### src/rtl/arb_pkg.sv
// rtl/arb_pkg.sv - shared helpers and parameter checks for the arbiter input buffer
`ifndef ARB_PKG_MACROS
`define ARB_PKG_MACROS
`define ARB_CHECK_POW2(blk, val) \
   if (((val) < 2) || (((val) & ((val) - 1)) != 0)) begin : blk \
      $error("Depth must be a power of two and at least 2"); \
   end
`define ARB_CHECK_RANGE(blk, val, lo, hi) \
   if (((val) < (lo)) || ((val) > (hi))) begin : blk \
      $error("AFull must lie between 1 and Depth"); \
   end
`endif

package arb_pkg;

   // Never returns 0 so a degenerate parameter still yields a legal vector width.
   function automatic int clog2_safe(input int n);
      return (n < 2) ? 1 : $clog2(n);
   endfunction

endpackage

### src/rtl/fifo_vr.sv
// rtl/fifo_vr.sv - single-channel valid/ready FIFO with occupancy and almost-full status
import arb_pkg::*;

module fifo_vr #(
   parameter  int Width = 32,
   parameter  int Depth = 4,
   parameter  int AFull = 3,
   localparam int PtrW  = clog2_safe(Depth),
   localparam int CntW  = clog2_safe(Depth + 1)
) (
   input  logic             clk,
   input  logic             rst,
   input  logic             flush,
   input  logic             wr_valid,
   input  logic [Width-1:0] wr_data,
   output logic             wr_ready,
   output logic             rd_valid,
   output logic [Width-1:0] rd_data,
   input  logic             rd_ready,
   output logic [CntW-1:0]  count,
   output logic             almost_full
);

   `ARB_CHECK_POW2(g_chk_depth, Depth)
   `ARB_CHECK_RANGE(g_chk_afull, AFull, 1, Depth)

   logic [Width-1:0] mem_q [Depth];
   logic [PtrW-1:0]  wr_ptr_q, wr_ptr_d;
   logic [PtrW-1:0]  rd_ptr_q, rd_ptr_d;
   logic [CntW-1:0]  count_q, count_d;
   logic             full;
   logic             wr_fire;
   logic             rd_fire;

   // Ready is a function of registered occupancy only: no write-through when full.
   assign full        = (count_q == CntW'(Depth));
   assign wr_ready    = !full && !rst;
   assign rd_valid    = (count_q != '0);
   assign rd_data     = mem_q[rd_ptr_q];
   assign count       = count_q;
   assign almost_full = (count_q >= CntW'(AFull));

   assign wr_fire = wr_valid && wr_ready;
   assign rd_fire = rd_valid && rd_ready;

   always_comb begin
      wr_ptr_d = wr_ptr_q;
      rd_ptr_d = rd_ptr_q;
      count_d  = count_q;
      if (flush) begin
         wr_ptr_d = '0;
         rd_ptr_d = '0;
         count_d  = '0;
      end else begin
         if (wr_fire) wr_ptr_d = wr_ptr_q + PtrW'(1);
         if (rd_fire) rd_ptr_d = rd_ptr_q + PtrW'(1);
         if (wr_fire && !rd_fire)      count_d = count_q + CntW'(1);
         else if (rd_fire && !wr_fire) count_d = count_q - CntW'(1);
      end
   end

   always_ff @(posedge clk or posedge rst) begin
      if (rst) begin
         wr_ptr_q <= '0;
         rd_ptr_q <= '0;
         count_q  <= '0;
      end else begin
         wr_ptr_q <= wr_ptr_d;
         rd_ptr_q <= rd_ptr_d;
         count_q  <= count_d;
      end
   end

   // Storage holds no reset; stale entries are unreachable once pointers clear.
   always_ff @(posedge clk) begin
      if (wr_fire && !flush) mem_q[wr_ptr_q] <= wr_data;
   end

endmodule

### src/rtl/arbiter_input_buffer.sv
// rtl/arbiter_input_buffer.sv - per-port elastic buffers feeding the round-robin arbiter lanes
import arb_pkg::*;

module arbiter_input_buffer #(
   parameter  int Port  = 2,
   parameter  int Width = 32,
   parameter  int Depth = 4,
   parameter  int AFull = 3,
   localparam int CntW  = clog2_safe(Depth + 1)
) (
   input  logic                       clk,
   input  logic                       rst,
   input  logic [Port-1:0]            flush,
   input  logic [Port-1:0]            wr_valid,
   input  logic [Port-1:0][Width-1:0] wr_data,
   output logic [Port-1:0]            wr_ready,
   output logic [Port-1:0]            rd_valid,
   output logic [Port-1:0][Width-1:0] rd_data,
   input  logic [Port-1:0]            rd_ready,
   output logic [Port-1:0][CntW-1:0]  count,
   output logic [Port-1:0]            almost_full
);

   for (genvar p = 0; p < Port; p++) begin : g_port
      fifo_vr #(
         .Width(Width),
         .Depth(Depth),
         .AFull(AFull)
      ) u_fifo (
         .clk        (clk),
         .rst        (rst),
         .flush      (flush[p]),
         .wr_valid   (wr_valid[p]),
         .wr_data    (wr_data[p]),
         .wr_ready   (wr_ready[p]),
         .rd_valid   (rd_valid[p]),
         .rd_data    (rd_data[p]),
         .rd_ready   (rd_ready[p]),
         .count      (count[p]),
         .almost_full(almost_full[p])
      );
   end

endmodule

### config.mk
export PLATFORM = sky130hd
export DESIGN_NAME = arbiter_input_buffer
export DESIGN_NICKNAME = d
export VERILOG_FILES = /design/src/rtl/arb_pkg.sv /design/src/rtl/fifo_vr.sv /design/src/rtl/arbiter_input_buffer.sv
export SDC_FILE = /design/constraint.sdc
export NUM_CORES = 1
export LEC_CHECK = 0
export ABC_AREA = 1
export BUFFER_PORTS_ARGS = -buffer_cell sky130_fd_sc_hd__buf_2
export CORE_MARGIN = 4
export CORE_UTILIZATION = 35
export CTS_CLUSTER_DIAMETER = 30
export DETAILED_ROUTE_END_ITERATION = 8
export GPL_TIMING_DRIVEN = 1
export HOLD_SLACK_MARGIN = 0.15
export PLACE_DENSITY = 0.51
export SETUP_SLACK_MARGIN = 0.15
export SYNTH_ARGS = -nofsm -noshare
export SYNTH_HDL_FRONTEND = slang
export SYNTH_SLANG_ARGS = --single-unit
### constraint.sdc
create_clock -name clk -period 4.5 [get_ports clk]
set_input_delay 0.9 -clock clk [delete_from_list [all_inputs] [get_ports clk]]
set_output_delay 0.9 -clock clk [all_outputs]
set_load 0.005 [all_outputs]
==> results of run 1 <==
metal layers:
metal	up-vias	wire, µm
met4	8	358
li1	3159	-
met2	191	11300
met5	-	49
met1	3234	10500
met3	40	1490
logic make-up after synthesis:
family / count (synthesis)
AO/OA/AOI/OAI: 209
XOR/XNOR: 2
adder cells (fa/ha/maj): 10
buffers and inverters: 80
AND/OR/NAND/NOR: 190
flip-flops: 270
cell type report:
class | count | area (µm²)
tap | 390 | 488
timing repair buffer | 162 | 848
fill | 2735 | 16000
sequential | 270 | 8040
inverter | 34 | 130
multi-input combinational | 411 | 2150
clock inverter | 42 | 513
clock buffer | 64 | 1470
registers in the layout (all words and copies together), names as in the netlist:
register                cells
g_port.u_fifo.wr_ptr_q      4
g_port.u_fifo.rd_ptr_q      4
g_port.u_fifo.count         6
g_port.u_fifo.mem_q       256
where the power goes:
| group | total (mW) | internal [mW] | switching (mW) |
|---|---|---|---|
| Sequential | 2.90 | 2.85 | 0.0507 |
| Combinational | 1.41 | 0.505 | 0.907 |
| Clock | 4.23 | 2.92 | 1.31 |
cells in the mapped netlist:
cell type	count
xor2_1	2
nand2_1	27
nand3b_1	2
dfrtp_1	14
fa_1	2
a21oi_4	1
nor2_4	2
nand3_2	2
nand2_2	3
a21oi_2	1
edfxtp_1	256
a21oi_1	6
nand2_4	3
nand3_1	8
ha_1	8
nor2_2	2
clkbuf_1	20
inv_4	1
inv_2	5
buf_6	2
nor2_1	141
inv_1	28
buf_2	10
o21ai_0	137
buf_4	14
o22ai_1	64
per-stage QoR:
step | cells | total power, mW | hold slack (ns) | utilization (%) | instance area (µm²)
after floorplan | 761 | 3.86 | 0.556 | - | 10500
after global placement | 1267 | 4.39 | 0.576 | 39.3 | 11700
after detailed placement | 1267 | 4.39 | 0.571 | 39.3 | 11700
after CTS | 1373 | 8.67 | 0.352 | 46.0 | 13600
after global routing | 1373 | 8.97 | 0.376 | 46.0 | 13600
final | 1373 | 8.55 | 0.376 | 46.0 | 13600
worst max-delay path, cell delays in order (launching register included):
cell and delay [ns]:
dfrtp_1 0.35, buf_4 0.25, inv_1 0.86, o21ai_0 0.25
o22ai_1 0.33, buf_2 0.18
cells in the final DEF (no fill, tap or decap), types with 2 or more instances in the layout:
cell type	netlist	final
ha_1	8	8
dfrtp_1	14	12
nand2_2	3	3
bufinv_16	0	10
o21ai_0	137	137
inv_6	0	5
a21oi_1	6	6
nand3_1	8	8
xor2_1	2	2
nand3b_1	2	2
o22ai_1	64	64
buf_2	10	147
clkbuf_16	0	58
inv_1	28	28
nand2_4	3	3
clkbuf_1	20	6
clkinv_4	0	4
nand2_1	27	27
nor2_4	2	10
clkinv_2	0	7
clkinvlp_4	0	7
nor2_2	2	2
dfrtp_2	0	2
inv_2	5	5
fa_1	2	2
clkinv_1	0	8
nor2_1	141	133
nand3_2	2	2
buf_4	14	15
edfxtp_1	256	256
path summary, 6_finish.rpt:
path | depth (start not counted) | from | slack [ns] | to
min in group clk | 1 | wr_data[17] | 0.57 | g_port[0].u_fifo.mem_q[0][17]
hold / removal | 3 | rst | 0.38 | g_port[0].u_fifo.wr_ptr_q[0]
setup / recovery | 5 | g_port[0].u_fifo.rd_ptr_q[1] | 0.83 | rd_data[5]
setup reg to reg | 6 | g_port[0].u_fifo.count[2] | 2.17 | g_port[0].u_fifo.mem_q[2][7]
max in group asynchronous | 3 | rst | 3.92 | g_port[1].u_fifo.rd_ptr_q[0]
hold reg to reg | 2 | g_port[1].u_fifo.count[0] | 0.57 | g_port[1].u_fifo.count[0]
==> results_dict.tcl, run 1 <==
set metrics [dict create \
    area_growth_pct 29.8 \
    synth.mux.area_fraction_pct 0 \
    layout-drive-gt1-share_pct 28.9 \
    status "finished clean" \
    drtPass1Iterations 6 \
    drc 0 \
    p_per_area_nw_per_um2 626 \
    required_ns 3.60 \
    routed_wl_um 23700 \
    drv_cap 0 \
    place_ws_ns 1.34 \
    path_clk_slew_ns 0.05 \
    grtUsageMet1_pct 18.3 \
    startpoint_type "flip-flop" \
    min_period_ns 3.67 \
    nets 1018 \
    top_usage_layer "met2" \
    hpwl_um 13500 \
    track_usage_pct 14.1 \
    critPathKind "flip-flop to primary output" \
    cts_hold_buf 0 \
    hold_path_class "input pin to asynchronous set/reset pin" \
    core-area_um2 29600 \
    start_util_pct 35.5 \
    synth_area_um2 10500 \
    port_buffers 147 \
    yosysSeqAreaShare_pct 76.5 \
    die_x_um 181 \
    fin_crit_sh_pct 81.6 \
    synth_top_cell_by_area "edfxtp_1" \
    postRouteAntennaNets 0 \
    ys_types 26 \
    cts_tree "built" \
    slew_headroom_pct 25.7 \
    grt_overflow_total 0 \
    fmax_ghz 0.272 \
    viasPerCell 4.83 \
    vias 6632 \
    cts_max_level 2 \
    worst_slew_pin_slew_ns 1.11 \
    crit_arrival_ns 2.77 \
    place_congestion 0.724 \
    avgSynthCellArea_um2 13.8 \
    finalSetupViolCount 0 \
    slew_violations 0 \
    yosys-top-cells-area "edfxtp_1 73%, o21ai_0 6.5%, nor2_1 5.0%" \
    cts.repair.resized 0 \
    syn_nets 843 \
    synthSimpleGateAreaFrac_pct 7.55 \
    avgRoutedWirePerCell_um 17.2 \
    gr-usage-met2_pct 23.2 \
    root_buffer "clkbuf_16" \
    drt_iter0_drc 392 \
    skew_ns 0.0276 \
    rsz0062_at_grt "no" \
    ys_ff_latch 270 \
    synthCells 761 \
    tns_ns 0 \
    netlist.area_leader.share_pct 73.1 \
    n_antenna_cell 0 \
    insertion_delay_ns 0.54 \
    synth_top_family_by_area "compound AO/OA/AOI/OAI gates" \
    synthXorXnorAreaFrac_pct 0.167 \
    die-area_um2 32900 \
    clock_path_buffers 3 \
    use_met3_pct 3.95 \
    synth_warnings 0 \
    die_height_um 181 \
    antenna_found_initial 4 \
    hold_violations 0 \
    clock_sinks 270 \
    rows 63 \
    ios 148 \
    synth_fa_ha_area_share_pct 1.33 \
    cts_setup_buffers 0 \
    cts_buffers 57 \
    irDropWorstVdd_mv 0.321 \
    synth_compound_area_share_pct 10.9 \
    grt_pass1_wl_um 37500 \
    grt_pass1_vias 6866 \
    grt_max_degree 66 \
    crit_fanout 34 \
    leakagePower_nw 5.01 \
    crit_path_end_kind "primary output" \
    setup_slack_ns 0.828 \
]
No activity file was read; power rests on OpenSTA's default activity.
==> inputs of run 2 (changes only) <==
--- a/config.mk
+++ b/config.mk
@@ -13,7 +13,7 @@
 export DETAILED_ROUTE_END_ITERATION = 8
 export GPL_TIMING_DRIVEN = 1
 export HOLD_SLACK_MARGIN = 0.15
-export PLACE_DENSITY = 0.51
+export PLACE_DENSITY = 0.53
 export SETUP_SLACK_MARGIN = 0.15
 export SYNTH_ARGS = -nofsm -noshare
 export SYNTH_HDL_FRONTEND = slang
==> constraint.sdc (replaced) <==
create_clock -name clk -period 3.3 [get_ports clk]
set_input_delay 0.66 -clock clk [delete_from_list [all_inputs] [get_ports clk]]
set_output_delay 0.66 -clock clk [all_outputs]
set_load 0.005 [all_outputs]
==> run 2 against run 1 <==
Clock-buffer cell count is 2 lower; clock power grew 31%; sequential cell count unchanged; register-to-register slack worse by 0.95 ns; first-iteration DRC count down 31%; utilization grew 0.076 points; non-clock buffer count up 7; die area did not move; sequential power grew 37%; via count shrank 1.6%; final area rose by 0.16%.
==> results_dict.tcl, run 2 (same netlist as run 1, synthesis figures left out) <==
set metrics [dict create \
    tns_ns 0 \
    avgRoutedWirePerCell_um 17.0 \
    viasPerCell 4.75 \
    reg2reg_to "g_port[0].u_fifo.mem_q[1][16]" \
    p_int_mw 8.44 \
    crit_fanout 32 \
    crit_path_end_kind "primary output" \
    nets 1022 \
    path_clk_slew_ns 0.05 \
    postRouteAntennaNets 0 \
    cts.repair.resized 0 \
    hold_path_class "input pin to flip-flop" \
    slew_headroom_pct 45.6 \
    hold_violations 0 \
    crit_arrival_ns 2.20 \
    cts_buffers 54 \
    status "finished clean" \
    grt_pass1_wl_um 36700 \
    die_x_um 181 \
    layout_commonest_cell "edfxtp_1" \
    cts_setup_buffers 0 \
    clock_path_buffers 3 \
    top_register "g_port.u_fifo.mem_q" \
    largest_reg_flops 256 \
    worst_slew_pin_slew_ns 0.814 \
    die-area_um2 32900 \
    leakagePower_nw 5.03 \
    swShare_pct 26.6 \
    n_antenna_cell 0 \
    fillCellCount 2699 \
    vias 6528 \
    p_per_area_nw_per_um2 841 \
    grt_overflow_total 0 \
    layout-drive-gt1-share_pct 28.6 \
    finalSetupViolCount 0 \
    root_buffer "clkbuf_16" \
    antenna_found_initial 4 \
    grt_pass1_vias 6660 \
    finalPower_mw 11.5 \
    grt_max_degree 66 \
    drtPass1Iterations 4 \
    r2r_setup_slack_ns 1.22 \
    clock_sinks 270 \
    r2r_start "g_port[0].u_fifo.count[2]" \
    area_growth_pct 30.0 \
    holdPathStages 1 \
    r2r_cells 6 \
    startpoint_type "flip-flop" \
    cts_hold_buf 1 \
    track_usage_pct 13.9 \
    drv_cap 0 \
    seqPwrFrac_pct 34.5 \
    min_from "wr_data[37]" \
    drt_iter0_drc 269 \
    skew_ns 0.0276 \
    insertion_delay_ns 0.56 \
    routed_wl_um 23300 \
    pwr-share-clk_pct 48.3 \
    rsz0062_at_grt "no" \
    combPwrFrac_pct 17.2 \
    rows 63 \
    cts_tree "built" \
    die_height_um 181 \
    power.switching_mw 3.05 \
    worstHoldEndpoint "g_port[1].u_fifo.mem_q[2][5]" \
    drc 0 \
    hpwl_um 14000 \
    min_period_ns 2.86 \
    cts_max_level 2 \
    irDropWorstVdd_mv 0.428 \
    place_congestion 0.813 \
    fmax_ghz 0.349 \
    holdWs_ns 0.322 \
    start_util_pct 35.5 \
    port_buffers 147 \
    multi_input_area_um2 2130 \
    required_ns 2.64 \
    critPathKind "flip-flop to primary output" \
    core-area_um2 29600 \
    final_cell_mix "256 x edfxtp_1, 147 x buf_2, 137 x o21ai_0" \
    ios 148 \
    fin_crit_sh_pct 86.8 \
    slew_violations 0 \
    seqCellArea_um2 8040 \
]
## run 2: layout make-up
type / instances / share of cell area (%)
tap: 390 / 3.57
sequential: 270 / 58.8
multi-input combinational: 411 / 15.6
clock inverter: 39 / 3.73
timing repair buffer: 169 / 7.07
inverter: 34 / 0.952
clock buffer: 62 / 10.3
## run 2: layer usage
metal,GRT usage (%),share of wire [%],vias to the layer above,wire (µm)
met5,0,0.18,-,43
met4,4.05,1.6,8,376
met3,4.37,6.7,38,1570
met2,21.7,46,168,10800
met1,18.7,45,3146,10600
li1,-,-,3168,-
## run 2: metrics by stage
step / utilization (%) / cells / setup WS [ns] / area [µm²]
after detailed placement: 39.6 / 1273 / 0.513 / 11700
after global placement: 39.6 / 1273 / 0.575 / 11700
after CTS: 46.1 / 1375 / 0.396 / 13700
final: 46.1 / 1375 / 0.436 / 13700
after global routing: 46.1 / 1375 / 0.225 / 13700
after floorplan: - / 761 / -0.0352 / 10500
## run 2: worst max path at each step
stage                                            start  slack [ns]                       endpoint  depth (start not counted)
after global routing      g_port[0].u_fifo.rd_ptr_q[0]        0.23                     rd_data[9]                          5
final                     g_port[0].u_fifo.rd_ptr_q[0]        0.44                    rd_data[14]                          5
after CTS                 g_port[1].u_fifo.rd_ptr_q[1]        0.40                    rd_data[42]                          4
after floorplan                                    rst       -0.04   g_port[1].u_fifo.mem_q[2][0]                          5
after global placement                             rst        0.58  g_port[0].u_fifo.mem_q[1][10]                          7
after detailed placement                           rst        0.51  g_port[0].u_fifo.mem_q[1][10]                          7
## run 2: power groups by stage
stage	clock network, mW	logic (mW)	registers (mW)
global placement	0	2.00	4.03
global route	5.85	2.25	3.98
CTS	5.66	2.02	3.97
floorplan	0	1.25	4.02
finish	5.55	1.98	3.97
detailed placement	0	2.01	4.03
## run 2: critical path: stages, from the launching register on
cell and delay, ns:
dfrtp_2 0.40, inv_2 0.44, buf_4 0.27, o21ai_0 0.10, o22ai_1 0.27, buf_2 0.18
==> inputs of run 3 (changes only) <==
--- a/config.mk
+++ b/config.mk
@@ -17,4 +17,5 @@
 export SETUP_SLACK_MARGIN = 0.15
 export SYNTH_ARGS = -nofsm -noshare
 export SYNTH_HDL_FRONTEND = slang
+export SYNTH_HIERARCHICAL = 1
 export SYNTH_SLANG_ARGS = --single-unit
==> run 3 against run 2 <==
Critical path type unchanged; largest cell class unchanged; critical path depth fell by 1; sequential cell count did not move; cell count fell by 0.51%; final area fell by 0.35%; power fell by 1.5%; register-to-register slack improved by 0.06 ns; die area fell by 0.68%; wire length fell by 3.5%.
==> results_dict.tcl, run 3 <==
set metrics [dict create \
    port_buffers 147 \
    drt_iter0_drc 366 \
    cts_setup_buffers 0 \
    synth-async-reset-ratio_pct 5.19 \
    p_int_mw 8.21 \
    path_clk_slew_ns 0.05 \
    avgRoutedWirePerCell_um 16.5 \
    yosys-top-cells-area "edfxtp_1 74%, nor2_1 5.0%, o21ai_0 4.5%" \
    holdWs_ns 0.320 \
    yosysSeqAreaShare_pct 77.0 \
    cts_max_level 2 \
    gr-usage-met2_pct 22.6 \
    hpwl_um 12900 \
    die_x_um 181 \
    grt_pass1_wl_um 35900 \
    crit_arrival_ns 2.12 \
    antenna_found_initial 3 \
    drc 0 \
    path_cells "buf_4, o21ai_0, o22ai_1, buf_2" \
    clock_sinks 270 \
    tns_ns 0 \
    routed_wl_um 22500 \
    track_usage_pct 13.6 \
    rows 62 \
    crit_fanout 65 \
    root_buffer "clkbuf_16" \
    netlist.area_leader.share_pct 73.7 \
    combPwrFrac_pct 17.3 \
    place_congestion 0.712 \
    n_antenna_cell 0 \
    cpPeakStageDelay_ns 0.51 \
    critPathTopFamily "buffers and inverters" \
    leakagePower_nw 5.01 \
    vias 6486 \
    crit_path_end_kind "primary output" \
    viasPerCell 4.74 \
    drtPass1Iterations 5 \
    fmax_ghz 0.359 \
    slowest_stage "buf_4" \
    worst-path-buf-inv 2 \
    power.switching_mw 3.11 \
    final_cell_mix "256 x edfxtp_1, 147 x buf_2, 130 x nor2_1" \
    r2r_setup_slack_ns 1.28 \
    endpoint "rd_data[56]" \
    hold_path_class "input pin to flip-flop" \
    cp.depth 4 \
    critPathKind "flip-flop to primary output" \
    grtUsageMet1_pct 17.5 \
    required_ns 2.64 \
    syn_nets 838 \
    ios 148 \
    grt_overflow_total 0 \
    yosys-top-cells-count "256 x edfxtp_1, 138 x nor2_1, 94 x o21ai_0" \
    startpoint_type "flip-flop" \
    irDropWorstVdd_mv 0.420 \
    die_height_um 181 \
    slew_violations 0 \
    rsz0062_at_grt "no" \
    synth_top_cell_by_area "edfxtp_1" \
    clock_path_buffers 3 \
    die-area_um2 32600 \
    synth_edf_count 256 \
    insertion_delay_ns 0.56 \
    start_util_pct 35.9 \
    slew_headroom_pct 55.0 \
    seqPwrFrac_pct 35.0 \
    utilization_pct 46.8 \
    synth_warnings 6 \
    skew_ns 0.0405 \
    worst_slew_pin_slew_ns 0.673 \
    largest_reg_flops 256 \
    crit_start "g_port[1].u_fifo/rd_ptr_q[0]" \
    top_register "g_port.u_fifo/mem_q" \
    cts_buffers 56 \
    p_per_area_nw_per_um2 831 \
    reg2reg_to "g_port[1].u_fifo/mem_q[0][3]" \
    ys_ff_latch 270 \
    core-area_um2 29100 \
    nets 1019 \
    r2r_start "g_port[1].u_fifo/count[0]" \
    fin_crit_sh_pct 84.4 \
    ys.flop_type "edfxtp_1" \
    area_growth_pct 30.5 \
    postRouteAntennaNets 0 \
    grt_max_degree 66 \
    layout-drive-gt1-share_pct 29.1 \
    ys_types 23 \
    finalSetupViolCount 0 \
    finalPower_mw 11.3 \
    top_usage_layer "met2" \
    synthCells 756 \
    layout_commonest_cell "edfxtp_1" \
    synth_most_common_cell "edfxtp_1" \
    grt_pass1_vias 6673 \
    status "finished clean" \
    avgSynthCellArea_um2 13.8 \
    hold_violations 0 \
    swShare_pct 27.5 \
    use_met3_pct 3.88 \
    r2r_cells 7 \
    pwr-share-clk_pct 47.8 \
    synth_area_um2 10400 \
    min_period_ns 2.78 \
    cts_tree "built" \
    drv_cap 0 \
]
run 3: cell count changes after synthesis, sizes merged:
cell    before  now
nand2       33   42
nand3       10    4
clkbuf      20   26
buf         26   14
nor2       145  142
inv         34   36
o21ai      137  136
run 3: layout make-up:
| cell class | count | area (µm²) |
|---|---|---|
| fillers | 2571 | 15500 |
| flip-flops and latches | 270 | 8040 |
| multi-input cells | 410 | 2140 |
| clock buffers | 62 | 1470 |
| repair buffers | 163 | 921 |
| well taps | 384 | 480 |
| clock inverters | 43 | 437 |
| inverters | 36 | 135 |
run 3: through the flow:
step                      cells  area [µm²]  setup WS (ns)
after detailed placement   1262       11700          0.700
final                      1368       13600          0.515
after CTS                  1368       13600          0.515
after global placement     1262       11700          0.725
after global routing       1368       13600          0.382
after floorplan             756       10400          0.184
run 3: repair_timing:
item	CTS	global route
resized for setup	0	0
hold endpoints to repair	14	0
hold buffers	1	0
endpoints found under the setup margin	0	0
run 3: worst min path at each step:
stage / slack (ns) / depth (start not counted) / from / endpoint
5_1_grt: 0.29 / 1 / wr_data[34] / g_port[1].u_fifo/mem_q[2][2]
2_1_floorplan: 0.47 / 1 / rst / g_port[0].u_fifo/count[0]
6_report: 0.32 / 1 / wr_data[25] / g_port[0].u_fifo/mem_q[2][25]
3_3_place_gp: 0.55 / 2 / g_port[0].u_fifo/count[0] / g_port[0].u_fifo/count[0]
3_5_place_dp: 0.55 / 2 / g_port[0].u_fifo/count[0] / g_port[0].u_fifo/count[0]
4_1_cts: 0.29 / 1 / wr_data[45] / g_port[1].u_fifo/mem_q[3][13]
run 3: logic make-up (layout without fill, tap and decap cells):
group / after synthesis / in the layout / share of synthesized area (%)
AO/OA/AOI/OAI: 208 / 208 / 11.0
buffers and inverters: 76 / 304 / 3.04
flip-flops: 270 / 270 / 77.0
AND/OR/NAND/NOR: 190 / 190 / 7.48
XOR/XNOR: 2 / 2 / 0.168
adder cells (fa/ha/maj): 10 / 10 / 1.34
run 3: worst register-to-register path, cell delays in order, from the launching register on:
cell	delay, ns
dfrtp_1	0.40
nor2_2	0.08
nand2_1	0.08
nand3_1	0.18
nor2_1	0.25
inv_2	0.14
nor2_4	0.09
buf_4	0.42
run 3: per-layer routing:
metal | part of all wire [%] | up-vias
met5 | 0.16 | -
met4 | 1.6 | 6
met3 | 6.0 | 33
met2 | 49 | 171
met1 | 44 | 3120
li1 | - | 3156
run 3: power groups by stage:
stage / registers, mW / clock network, mW / logic, mW
2_1_floorplan: 4.01 / 0 / 1.18
5_1_grt: 3.97 / 5.72 / 2.23
4_1_cts: 3.96 / 5.50 / 2.00
6_report: 3.96 / 5.41 / 1.96
3_5_place_dp: 4.02 / 0 / 1.99
3_3_place_gp: 4.02 / 0 / 1.98
